$ cat config.mk
export PLATFORM = sky130hd
export DESIGN_NAME = lift_car_ctrl_flat
export DESIGN_NICKNAME = d
export VERILOG_FILES = /design/src/rtl/lift_pkg.sv /design/src/rtl/lift_car_ctrl_if.sv /design/src/rtl/lift_tick_counter.sv /design/src/rtl/lift_car_ctrl.sv /design/src/flat_wrapper.sv
export SDC_FILE = /design/constraint.sdc
export NUM_CORES = 1
export LEC_CHECK = 0
export CAP_MARGIN = 20
export CORE_MARGIN = 8
export CORE_UTILIZATION = 50
export DETAILED_ROUTE_END_ITERATION = 8
export PLACE_DENSITY = 0.76
export SYNTH_ARGS = -nofsm -noshare
export SYNTH_HDL_FRONTEND = slang
export SYNTH_SLANG_ARGS = --single-unit
$ cat constraint.sdc
create_clock -name clk -period 2.45 [get_ports clk]
set_clock_uncertainty 0.15 [all_clocks]
set_input_delay 0.49 -clock clk [delete_from_list [all_inputs] [get_ports clk]]
set_output_delay 0.49 -clock clk [all_outputs]
set_load 0.01 [all_outputs]
$ cat src/rtl/lift_pkg.sv
// lift_pkg: shared floor type, car state encoding and default timing constants
package lift_pkg;
  localparam int FLOOR_W_DEF = 4;
  localparam int TRAVEL_CYCLES_DEF = 8;
  localparam int DOOR_CYCLES_DEF = 4;
  typedef logic [FLOOR_W_DEF-1:0] floor_t;
  typedef enum logic [2:0] {IDLE, MOVE_PICK, DOOR_PICK, MOVE_DEST, DOOR_DEST} car_state_t;
endpackage

$ cat src/rtl/lift_car_ctrl_if.sv
// lift_car_ctrl_if: dispatcher <-> car job and status bundle; door_hold exists only with LIFT_DOOR_HOLD_EN
interface lift_car_ctrl_if #(parameter int FLOOR_W = 4);
  logic req_valid;
  logic req_ready;
  logic [FLOOR_W-1:0] req_pickup;
  logic [FLOOR_W-1:0] req_dest;
  logic req_err;
  logic [FLOOR_W-1:0] cur_floor;
  logic [FLOOR_W-1:0] target_floor;
  logic moving;
  logic dir_up;
  logic busy;
  logic door_open;
  logic done;
`ifdef LIFT_DOOR_HOLD_EN
  logic door_hold;
  modport master (output req_valid, req_pickup, req_dest, door_hold,
                  input req_ready, req_err, cur_floor, target_floor, moving, dir_up, busy, door_open, done);
  modport slave (input req_valid, req_pickup, req_dest, door_hold,
                 output req_ready, req_err, cur_floor, target_floor, moving, dir_up, busy, door_open, done);
`else
  modport master (output req_valid, req_pickup, req_dest,
                  input req_ready, req_err, cur_floor, target_floor, moving, dir_up, busy, door_open, done);
  modport slave (input req_valid, req_pickup, req_dest,
                 output req_ready, req_err, cur_floor, target_floor, moving, dir_up, busy, door_open, done);
`endif
endinterface

$ cat src/rtl/lift_tick_counter.sv
// lift_tick_counter: reloadable down-counter shared by travel and door timing
module lift_tick_counter #(
  parameter int W = 4
) (
  input  logic         clk,
  input  logic         rst_n,
  input  logic         load,
  input  logic [W-1:0] load_val,
  input  logic         en,
  output logic         zero
);
  logic [W-1:0] cnt_q, cnt_d;
  assign zero = cnt_q == '0;
  // load wins; otherwise count down and park at zero
  always_comb cnt_d = load ? load_val : (en && !zero) ? cnt_q - 1'b1 : cnt_q;
  // counter register
  always_ff @(posedge clk)
    if (!rst_n) cnt_q <= '0;
    else cnt_q <= cnt_d;
endmodule

$ cat src/rtl/lift_car_ctrl.sv
// lift_car_ctrl: per-car job executor (pickup, door, dest, door); optional LIFT_DOOR_HOLD_EN adds door_hold
module lift_car_ctrl
  import lift_pkg::*;
#(
  parameter int FLOOR_W = 4,
  parameter int NUM_FLOORS = 16,
  parameter int TRAVEL_CYCLES = TRAVEL_CYCLES_DEF,
  parameter int DOOR_CYCLES = DOOR_CYCLES_DEF
) (
  input logic clk,
  input logic rst_n,
  lift_car_ctrl_if.slave bus
);
  localparam int CNT_W = $clog2((TRAVEL_CYCLES > DOOR_CYCLES ? TRAVEL_CYCLES : DOOR_CYCLES) + 1);
  localparam logic [CNT_W-1:0] TRAV1 = CNT_W'(TRAVEL_CYCLES - 1);
  localparam logic [CNT_W-1:0] DOOR1 = CNT_W'(DOOR_CYCLES - 1);
  localparam logic [FLOOR_W:0] NF = (FLOOR_W + 1)'(NUM_FLOORS);
  car_state_t state_q, state_d;
  logic [FLOOR_W-1:0] cur_q, cur_d, tgt_q, tgt_d, dest_q, dest_d, nxt;
  logic dir_q, dir_d, moving_q, moving_d, busy_q, busy_d, door_q, door_d, done_q, done_d, err_q, err_d;
  logic ld, en, zero, hold;
  logic [CNT_W-1:0] ld_val;
`ifdef LIFT_DOOR_HOLD_EN
  assign hold = bus.door_hold;
`else
  assign hold = 1'b0;
`endif
  assign nxt = dir_q ? cur_q + 1'b1 : cur_q - 1'b1;
  assign en = state_q != IDLE;
  lift_tick_counter #(.W(CNT_W)) u_tick (
    .clk(clk), .rst_n(rst_n), .load(ld), .load_val(ld_val), .en(en), .zero(zero)
  );
  // next-state, counter reloads and registered output values
  always_comb begin
    state_d = state_q;
    cur_d = cur_q;
    tgt_d = tgt_q;
    dest_d = dest_q;
    dir_d = dir_q;
    err_d = 1'b0;
    ld = 1'b0;
    ld_val = TRAV1;
    unique case (state_q)
      IDLE:
        if (bus.req_valid) begin
          if ({1'b0, bus.req_pickup} >= NF || {1'b0, bus.req_dest} >= NF) err_d = 1'b1;
          else begin
            dest_d = bus.req_dest;
            tgt_d = bus.req_pickup;
            ld = 1'b1;
            if (bus.req_pickup == cur_q) begin
              state_d = DOOR_PICK;
              ld_val = DOOR1;
            end else begin
              state_d = MOVE_PICK;
              dir_d = bus.req_pickup > cur_q;
            end
          end
        end
      MOVE_PICK, MOVE_DEST:
        if (zero) begin
          cur_d = nxt;
          ld = 1'b1;
          if (nxt == tgt_q) begin
            state_d = state_q == MOVE_PICK ? DOOR_PICK : DOOR_DEST;
            ld_val = DOOR1;
          end
        end
      DOOR_PICK, DOOR_DEST:
        if (hold) begin
          ld = 1'b1;
          ld_val = DOOR1;
        end else if (zero) begin
          if (state_q == DOOR_DEST) state_d = IDLE;
          else begin
            tgt_d = dest_q;
            ld = 1'b1;
            if (dest_q == cur_q) begin
              state_d = DOOR_DEST;
              ld_val = DOOR1;
            end else begin
              state_d = MOVE_DEST;
              dir_d = dest_q > cur_q;
            end
          end
        end
    endcase
    moving_d = state_d == MOVE_PICK || state_d == MOVE_DEST;
    door_d = state_d == DOOR_PICK || state_d == DOOR_DEST;
    busy_d = state_d != IDLE;
    done_d = state_q == DOOR_DEST && state_d == IDLE;
  end
  // state and output registers; reset aborts any job and parks the car at floor 0
  always_ff @(posedge clk)
    if (!rst_n) begin
      state_q <= IDLE;
      cur_q <= '0;
      tgt_q <= '0;
      dest_q <= '0;
      dir_q <= 1'b0;
      moving_q <= 1'b0;
      busy_q <= 1'b0;
      door_q <= 1'b0;
      done_q <= 1'b0;
      err_q <= 1'b0;
    end else begin
      state_q <= state_d;
      cur_q <= cur_d;
      tgt_q <= tgt_d;
      dest_q <= dest_d;
      dir_q <= dir_d;
      moving_q <= moving_d;
      busy_q <= busy_d;
      door_q <= door_d;
      done_q <= done_d;
      err_q <= err_d;
    end
  assign bus.req_ready = state_q == IDLE;
  assign bus.req_err = err_q;
  assign bus.cur_floor = cur_q;
  assign bus.target_floor = tgt_q;
  assign bus.moving = moving_q;
  assign bus.dir_up = dir_q;
  assign bus.busy = busy_q;
  assign bus.door_open = door_q;
  assign bus.done = done_q;
endmodule

$ cat src/flat_wrapper.sv
// flat-port wrapper written by rule: the top's interface ports become plain ports
module lift_car_ctrl_flat import lift_pkg::*;
#(
  parameter int FLOOR_W = 4,
  parameter int NUM_FLOORS = 16,
  parameter int TRAVEL_CYCLES = TRAVEL_CYCLES_DEF,
  parameter int DOOR_CYCLES = DOOR_CYCLES_DEF
)
  (clk, rst_n, bus_req_valid, bus_req_pickup, bus_req_dest, bus_req_ready, bus_req_err, bus_cur_floor, bus_target_floor, bus_moving, bus_dir_up, bus_busy, bus_door_open, bus_done);
  lift_car_ctrl_if #(.FLOOR_W(FLOOR_W)) bus_i ();
  input logic clk;
  input logic rst_n;
  input wire logic [$bits(bus_i.req_valid)-1:0] bus_req_valid;
  input wire logic [$bits(bus_i.req_pickup)-1:0] bus_req_pickup;
  input wire logic [$bits(bus_i.req_dest)-1:0] bus_req_dest;
  output wire logic [$bits(bus_i.req_ready)-1:0] bus_req_ready;
  output wire logic [$bits(bus_i.req_err)-1:0] bus_req_err;
  output wire logic [$bits(bus_i.cur_floor)-1:0] bus_cur_floor;
  output wire logic [$bits(bus_i.target_floor)-1:0] bus_target_floor;
  output wire logic [$bits(bus_i.moving)-1:0] bus_moving;
  output wire logic [$bits(bus_i.dir_up)-1:0] bus_dir_up;
  output wire logic [$bits(bus_i.busy)-1:0] bus_busy;
  output wire logic [$bits(bus_i.door_open)-1:0] bus_door_open;
  output wire logic [$bits(bus_i.done)-1:0] bus_done;
  assign bus_i.req_valid = bus_req_valid;
  assign bus_i.req_pickup = bus_req_pickup;
  assign bus_i.req_dest = bus_req_dest;
  assign bus_req_ready = bus_i.req_ready;
  assign bus_req_err = bus_i.req_err;
  assign bus_cur_floor = bus_i.cur_floor;
  assign bus_target_floor = bus_i.target_floor;
  assign bus_moving = bus_i.moving;
  assign bus_dir_up = bus_i.dir_up;
  assign bus_busy = bus_i.busy;
  assign bus_door_open = bus_i.door_open;
  assign bus_done = bus_i.done;
  lift_car_ctrl #(.FLOOR_W(FLOOR_W), .NUM_FLOORS(NUM_FLOORS), .TRAVEL_CYCLES(TRAVEL_CYCLES), .DOOR_CYCLES(DOOR_CYCLES)) u_core (.clk(clk), .rst_n(rst_n), .bus(bus_i));
endmodule
-- Word-level counts from Yosys, hierarchy flattened
Index checks and enable logic that the tools add are counted.
- register bits: 24
- input bits: 11
- word-level logic and storage cells: 84
- $add $sub $neg: 3
- order comparisons: 2
- eq/ne operators: 16
- multiplexer cells: 35
- reductions and logical operators: 18
- operator list (operator ; count):
    4-bit two-way mux ; 10
    3-bit two-way mux ; 10
    3-bit by 2-bit equality test with 1-bit output, second input constant ; 4
    4-bit equality test ; 3
    4-bit one-hot mux with 3 select lines ; 1
    2-bit inequality test, second input constant ; 5
    1-bit two-way mux ; 9
    3-bit one-hot mux with 3 select lines ; 1
    4-bit > comparator ; 2
    4-bit one-hot mux with 2 select lines ; 1
    4-bit by 1-bit subtractor with 4-bit output, second input constant ; 2
    3-bit by 1-bit equality test with 1-bit output, second input constant ; 2
    3-bit equality test, second input constant ; 2
    3-bit zero test ; 2
    6-bit AND reduction ; 1
    3-bit nonzero test ; 2
    4-bit by 1-bit adder with 4-bit output, second input constant ; 1
    4-bit zero test ; 1
    2-bit AND reduction ; 2
    4-bit AND reduction ; 1
    2-bit nonzero test ; 2
    2-bit OR reduction ; 2
    1-bit one-hot mux with 3 select lines ; 1
    1-bit logical AND ; 2
    4 further kinds ; 5

-- Logic depth before layout (Yosys ltp)
- depth after elaboration: 8
- depth in mapped cells: 8
- gate-level depth less buffers: 7

-- By module
A second synthesis with hierarchy kept.
- cells, all modules: 202
- area total of the unflattened synthesis: 1669.1 um^2
- modules (own cells, without submodules) (module ; times used ; cells each ; area each (um^2) ; seq. area each (um^2)):
    lift_car_ctrl ; 1 ; 171 ; 1411.4 ; 400.4
    lift_tick_counter ; 1 ; 31 ; 257.7 ; 80.1

-- Least setup slack after synthesis
No wires, ideal clock.
- path type: reg2reg
- start point: register u_core.cur_q[1], in the netlist u_core.bus.cur_floor[1]
- end point: register u_core.busy_q, in the netlist u_core.bus.busy
- data arrival time: 1.997 ns
- slack: 0.188 ns
- cell stages (with the launch flop): 9
- period minus slack after synthesis: 2.262 ns
- path through: dfxtp_1 inv_1 ha_1 and4_1 clkbuf_1 o211ai_1 nand4_1 or4_1 o21a_1
- word-level cells in the longest chain between the ends: 7
- elaborated cells between the ends (all ways): 15
- those cells by class: add/sub: 2; eq/ne: 3; mux: 9; reduce/logical: 1
- ends and longest elaborated chain (what ; line ; RTL):
    start, declared ; lift_car_ctrl.sv:19 ; logic [FLOOR_W-1:0] cur_q, cur_d, tgt_q, tgt_d, dest_q, dest_d, nxt;
    start signal, assigned ; lift_car_ctrl.sv:108 ; cur_q <= cur_d;
    4-bit by 1-bit subtractor with 4-bit output / 4-bit by 1-bit adder with 4-bit output (equally long branches) ; lift_car_ctrl.sv:28 ; assign nxt = dir_q ? cur_q + 1'b1 : cur_q - 1'b1;
    4-bit two-way mux ; lift_car_ctrl.sv:28 ;
    4-bit equality test ; lift_car_ctrl.sv:64 ; if (nxt == tgt_q) begin
    3-bit two-way mux ; lift_car_ctrl.sv:64 ;
    3-bit two-way mux ; lift_car_ctrl.sv:61 ; if (zero) begin
    3-bit one-hot mux with 3 select lines * ; lift_car_ctrl.sv:43 ; unique case (state_q)
    3-bit nonzero test * ; lift_car_ctrl.sv:90 ; busy_d = state_d != IDLE;
    end signal, assigned ; lift_car_ctrl.sv:113 ; busy_q <= busy_d;
    end, declared ; lift_car_ctrl.sv:20 ; logic dir_q, dir_d, moving_q, moving_d, busy_q, busy_d, door_q, door_d, done_q, done_d, err_q, err_d;
Every way passes the cells marked *; elsewhere a longest branch is shown, timed or not.
A chain may end at the register's enable or synchronous reset.

-- Worst setup path after layout
- start point: register u_core.u_tick.cnt_q[0]
- end point: register u_core.door_q, in the netlist u_core.bus.door_open
- word-level cells in the longest chain between the ends: 5
- elaborated cells between the ends (all ways): 7
- those cells by class: eq/ne: 2; mux: 3; reduce/logical: 2
- ends and longest elaborated chain (what ; line ; RTL):
    start, declared ; lift_tick_counter.sv:12 ; logic [W-1:0] cnt_q, cnt_d;
    start signal, assigned ; lift_tick_counter.sv:19 ; else cnt_q <= cnt_d;
    4-bit zero test * ; lift_tick_counter.sv:13 ; assign zero = cnt_q == '0;
    3-bit two-way mux, on equally long branches ; lift_car_ctrl.sv:73, lift_car_ctrl.sv:61 ;
    3-bit one-hot mux with 3 select lines * ; lift_car_ctrl.sv:43 ;
    3-bit by 2-bit equality test with 1-bit output / 3-bit equality test (equally long branches) ; lift_car_ctrl.sv:89 ; door_d = state_d == DOOR_PICK || state_d == DOOR_DEST;
    1-bit logical OR * ; lift_car_ctrl.sv:89 ;
    end signal, assigned ; lift_car_ctrl.sv:114 ; door_q <= door_d;
    end, declared ; lift_car_ctrl.sv:20 ;
Marks and branches as above.

==> flow_metrics.py <==
metrics = {
    "clock_tree": {
        "clk_latency_ps": 320,
        "holdBufCountCts": 0,
        "clk_path_buf_depth": 2,
        "clk_pin_slew_worst_paths_ps": 130,
        "cts_tree": "done",
        "cts_buffers": 3,
        "root_buffer": "clkbuf_4",
        "post_cts_buffers": 0,
        "clock_sinks": 24,
        "htree_num_levels": 1,
    },
    "yosys": {
        "synthTopCellsByArea": "dfxtp_1, ha_1, nand2_1, nor2_1, a21oi_1",
        "synth_common_cells": "dfxtp_1, nand2_1, nor2_1",
        "yosysWarnings": 0,
        "synth_area_um2": 1580,
        "syn_area_per_cell_um2": 8.27,
        "yosysTopAreaCell": "dfxtp_1",
        "ys_dominant_reg_cell": "dfxtp_1",
        "synth-seq-cells": 24,
        "synth_top_area_share_pct": 30.4,
        "synth_cells": 191,
        "synth.yosys.seq_area_share_pct": 30.4,
        "synth.distinct_cells": 49,
        "synth_fp_nets": 214,
        "synthArstFlopShare_pct": 0,
        "synth_edf_count": 0,
        "synth.most_common_cell": "dfxtp_1",
    },
    "timing": {
        "fin_crit_ps": 2330,
        "hold_viol": 0,
        "max_slew_margin_pct": 57.8,
        "hold_slack_ps": 347,
        "setup_violations": 0,
        "worst_slew_pin_slew_ps": 624,
        "post-route-period-util_pct": 95.0,
        "finalMaxSlewViolations": 0,
        "rsz0062_at_grt": "false",
        "fmax_mhz": 430,
    },
    "floorplanning": {
        "start_util_pct": 52.2,
        "die_h_um": 72.2,
        "rows": 20,
        "die-area_um2": 5220,
        "core_um2": 3030,
        "die_w_um": 72.2,
        "boundaryPins": 26,
    },
    "setup_path": {
        "cp.arrival_ps": 2380,
        "cp.required_ps": 2500,
        "cp_num_cells": 7,
        "critical_path_buf_inv_count": 1,
        "r2r_setup_slack_ps": 120,
        "critPathCaptureType": "flop",
        "path_cells": "inv_1 -> ha_2 -> or3b_1 -> o211ai_2 -> nand4_1 -> or4_4 -> nor4b_1",
        "criticalPathCategory": "reg2reg",
        "cpMaxStageDelayCell": "or4_4",
        "startpoint_type": "flop",
        "crit_path_max_incr_delay_ps": 540,
        "reg2reg_depth": 7,
        "path_delay_family": "simple AND/OR/NAND/NOR gates",
        "cp_max_fo": 5,
    },
    "cells_and_area": {
        "drive_gt1_share_pct": 14.0,
        "nNetsFinal": 247,
        "syn2layout_area_growth_pct": 25.3,
        "antennaDiodeCount": 0,
        "nFillCells": 262,
    },
    "power_and_ir_drop": {
        "powerDensity_nw_per_um2": 811,
        "vdd_drop_max_v": 0.000380,
        "leakagePower_nw": 0.778,
        "p_total_mw": 1.61,
    },
    "route": {
        "dr.pass1.iters": 4,
        "drc": 0,
        "vias": 1521,
        "wl_per_cell_um": 15.4,
        "final_antenna_net_count": 0,
        "routed_wl_um": 4100,
        "via_per_inst": 5.72,
        "detail_route.iter0.violations": 74,
    },
    "grt": {
        "grt_pass1_vias": 1542,
        "grt_max_degree": 19,
        "antenna_found_initial": 0,
        "grt_pass1_wl_um": 6860,
        "globalRouteTotalUtil_pct": 16.1,
        "grt-ovfl-total": 0,
    },
    "min_path": {
        "hp-class": "reg2reg",
        "min_path_cells": 2,
    },
    "run_status": {
        "outcome": "finished clean",
    },
    "placement": {
        "hpwl_um": 3140,
        "place_congestion": 0.880,
        "numPortBuffers": 24,
    },
    "job": {
        "max-cap-violations": 0,
    },
}
[final timing paths]
| path | start | to |
|---|---|---|
| min | u_core.dest_q[0] | u_core.dest_q[0] |
| max reg2reg | u_core.u_tick.cnt_q[0] | u_core.bus.door_open |
| min reg2reg | u_core.dest_q[0] | u_core.dest_q[0] |
| max | u_core.u_tick.cnt_q[0] | u_core.bus.door_open |
[cells by family after synthesis]
family | Yosys count | share of synthesized area [%]
buffers and inverters | 22 | 6.10
flip-flops | 24 | 30.4
XOR/XNOR | 10 | 7.36
AO/OA/AOI/OAI | 48 | 20.8
other | 1 | 0.237
adder cells (fa/ha/maj) | 12 | 9.98
multiplexers | 3 | 1.90
AND/OR/NAND/NOR | 71 | 23.2
[report_power, final]
| group | internal [mW] | switching (mW) | total [mW] |
|---|---|---|---|
| sequential | 0.463 | 0.0634 | 0.527 |
| combinational | 0.435 | 0.467 | 0.902 |
| clock | 0.0577 | 0.119 | 0.177 |
| total | 0.956 | 0.649 | 1.61 |
[cell type report]
cell class,count,area [µm²],share of cell area [%]
multi-input cells,145,1020,51.6
flip-flops and latches,24,485,24.5
repair buffers,38,348,17.6
well taps,44,55.1,2.78
inverters,12,47.5,2.40
clock buffers,3,22.5,1.14
[layout by cell type (no fill, tap or decap), types with 6 or more instances in the layout]
cell type / Yosys / layout
a211oi_1: 8 / 8
a21oi_1: 12 / 12
buf_4: 1 / 14
clkdlybuf4s50_1: 0 / 23
dfxtp_1: 24 / 20
ha_1: 11 / 10
inv_1: 10 / 10
nand2_1: 17 / 17
nand3_1: 8 / 8
nor2_1: 17 / 17
o21ai_0: 9 / 9
xnor2_1: 6 / 6
[sequential cells by signal, indices dropped and copies added (netlist names)]
register	count
u_core.bus.busy	1
u_core.bus.cur_floor	4
u_core.bus.dir_up	1
u_core.bus.done	1
u_core.bus.door_open	1
u_core.bus.moving	1
u_core.bus.target_floor	4
u_core.dest_q	4
u_core.state_q	3
u_core.u_tick.cnt_q	4
[metrics by stage]
stage / util (%) / area (µm²) / std cells / setup slack [ps] / setup TNS, ps
detailed placement: 63.7 / 1930 / 263 / -259 / -825
global route: 65.4 / 1980 / 266 / 0.216 / 0
global placement: 63.7 / 1930 / 263 / -184 / -515
floorplan: - / 1580 / 191 / 188 / 0
finish: 65.4 / 1980 / 266 / 122 / 0
CTS: 64.7 / 1960 / 266 / 58.6 / 0
[timing repair]
action,in CTS,in global routing
endpoints found under the hold margin,0,0
pin swaps,0,1
resized for setup,2,10
setup endpoints to repair,1,5
[worst reg2reg max path: cells and delay by family (launching register included)]
kind            cells  cell delay (ps)
compound gates      1              200
buf+inv             1               70
flops               1              350
simple gates        4             1240
fa+ha+maj           1              200
[metal layers]
layer	wire length [µm]	part of all wire (%)	vias to the layer above	track usage, %
li1	-	-	751	-
met5	0	0	-	0
met2	2060	50	33	28.7
met4	46	1.1	0	5.90
met3	180	4.4	5	2.89
met1	1810	44	732	18.6
No activity file was read; power rests on OpenSTA's default activity.
==> RTL change: new RTL, config.mk and constraints unchanged <==
`DOOR_CYCLES_DEF`: 4 -> 2.
--- a/src/rtl/lift_pkg.sv
+++ b/src/rtl/lift_pkg.sv
@@ -2,7 +2,7 @@
 package lift_pkg;
   localparam int FLOOR_W_DEF = 4;
   localparam int TRAVEL_CYCLES_DEF = 8;
-  localparam int DOOR_CYCLES_DEF = 4;
+  localparam int DOOR_CYCLES_DEF = 2;
   typedef logic [FLOOR_W_DEF-1:0] floor_t;
   typedef enum logic [2:0] {IDLE, MOVE_PICK, DOOR_PICK, MOVE_DEST, DOOR_DEST} car_state_t;
 endpackage
Formal check against the unedited RTL: not equivalent (a bounded check fails within 4 cycles, from zero or initial values and one cycle with rst_n low).
==> RTL change against the unedited design <==
- combinational power grew 81%
- power grew 58%
- design area grew 9.3%
- routed wire length shrank 1.9%
- worst setup slack lost 0.036 ns
- non-clock buffer count grew 8
- final cell count grew 7.1%
- area after synthesis grew 4.0%
- sequential cell count is the same
==> RTL change: results <==
INSERT INTO impl_metrics (metric_group, metric, value, unit) VALUES
('placed_design', 'detailedPlacementHpwl', '3.07', 'mm'),
('yosys', 'syn_avg_cell_area', '8.34', 'um^2'),
('global_route', 'grt_pass1_vias', '1460', ''),
('critical_path', 'worstPathMaxFanout', '4', ''),
('global_route', 'grt.total_usage', '15.5', '%'),
('cells_and_area', 'layout.filler_cells', '283', ''),
('power', 'swShare', '40.8', '%'),
('cells_and_area', 'drive_gt1_share', '20.1', '%'),
('cells_and_area', 'fin_cells', '285', ''),
('global_route', 'maximum_number_of_pins_on_one_net_before_global_route_repair', '16', ''),
('routing', 'wl_met1', '1.95', 'mm'),
('global_route', 'grt_first_pass_wirelength', '6.67', 'mm'),
('yosys', 'post_syn_nets', '220', ''),
('power', 'vdd.ir_drop.worst', '542', 'uV'),
('status', 'run_status', 'finished clean', ''),
('routing', 'wl_met3', '143', 'um'),
('critical_path', 'crit_path_top_delay_cell', 'sky130_fd_sc_hd__fa_2', ''),
('critical_path', 'max_stage_delay', '0.61', 'ns'),
('routing', 'via_count', '1564', ''),
('placed_design', 'placed_cells_incl_taps', '279', ''),
('routing', 'drt_first_iter_violations', '82', ''),
('routing', 'route.met2.wl', '1.88', 'mm'),
('yosys', 'post_synth_main_area_contributors', 'sky130_fd_sc_hd__dfxtp_1, sky130_fd_sc_hd__ha_1, sky130_fd_sc_hd__nor2_1', ''),
('cells_and_area', 'fin_nets', '263', ''),
('critical_path', 'r2r_start', 'u_core.bus.dir_up', '');
RTL change: per-stage QoR:
step                      cell area [um^2]  util, %  setup WS [ns]  total power, uW
final                                 2160     66.4         0.0862             2530
after global routing                  2160     66.4        0.00669             2720
after CTS                             2130     65.3         0.0386             2450
after detailed placement              2050     63.1         -0.223             2110
after global placement                2050     63.1         -0.179             2080
after floorplan                       1640        -         0.0395             1630
RTL change: area by class of cell:
cell class	count	area [um^2]	area share, %
Multi-Input combinational cell	150	1100	51.0
Sequential cell	24	488	22.5
Timing Repair Buffer	46	405	18.7
Tap cell	46	57.6	2.66
Inverter	15	56.3	2.60
Clock inverter	1	30.0	1.39
Clock buffer	3	22.5	1.04
RTL change: metal layers:
| layer | track usage (%) | vias to the layer above |
|---|---|---|
| met1 | 20.8 | 728 |
| met2 | 24.8 | 43 |
| li1 | - | 789 |
| met3 | 1.77 | 4 |
| met5 | 0 | - |
| met4 | 4.88 | 0 |
RTL change: how the worst min path moves through the flow:
stage / cells after the start / slack, ns / from / endpoint
CTS: 2 / 0.35 / u_core.u_tick.cnt_q[1] / u_core.u_tick.cnt_q[1]
finish: 2 / 0.35 / u_core.u_tick.cnt_q[1] / u_core.u_tick.cnt_q[1]
detailed placement: 2 / 0.33 / u_core.u_tick.cnt_q[1] / u_core.u_tick.cnt_q[1]
global route: 2 / 0.38 / u_core.u_tick.cnt_q[1] / u_core.u_tick.cnt_q[1]
floorplan: 2 / 0.30 / u_core.u_tick.cnt_q[1] / u_core.u_tick.cnt_q[1]
global placement: 2 / 0.32 / u_core.u_tick.cnt_q[1] / u_core.u_tick.cnt_q[1]
RTL change: repair_timing:
item	CTS	global route
buffers inserted	0	2
pin swaps	1	5
cloned	0	0
hold buffers	0	0
hold endpoints to repair	0	0
resized for setup	3	8
endpoints found under the setup margin	2	4
RTL change: kinds of logic after synthesis:
kind of cell    synth area share, %
buf+inv                        5.71
simple gates                   22.8
mux                            5.48
other cells                   0.228
xor+xnor                       6.55
compound gates                 20.3
flops                          29.2
fa+ha+maj                      9.60
RTL change: power groups by stage:
stage	Sequential [uW]	Clock [uW]	Combinational, uW
3_3_place_gp	604	0	1480
5_1_grt	624	320	1780
2_1_floorplan	625	0	1010
4_1_cts	603	306	1540
6_report	609	296	1630
3_5_place_dp	607	0	1500
RTL change: tightest hold or removal path: cells and delay by family (launching register included):
family / cells / cell delay [ns]
and+or+nand+nor: 1 / 0.06
AOI/OAI and AO/OA: 1 / 0.05
DFF: 1 / 0.35
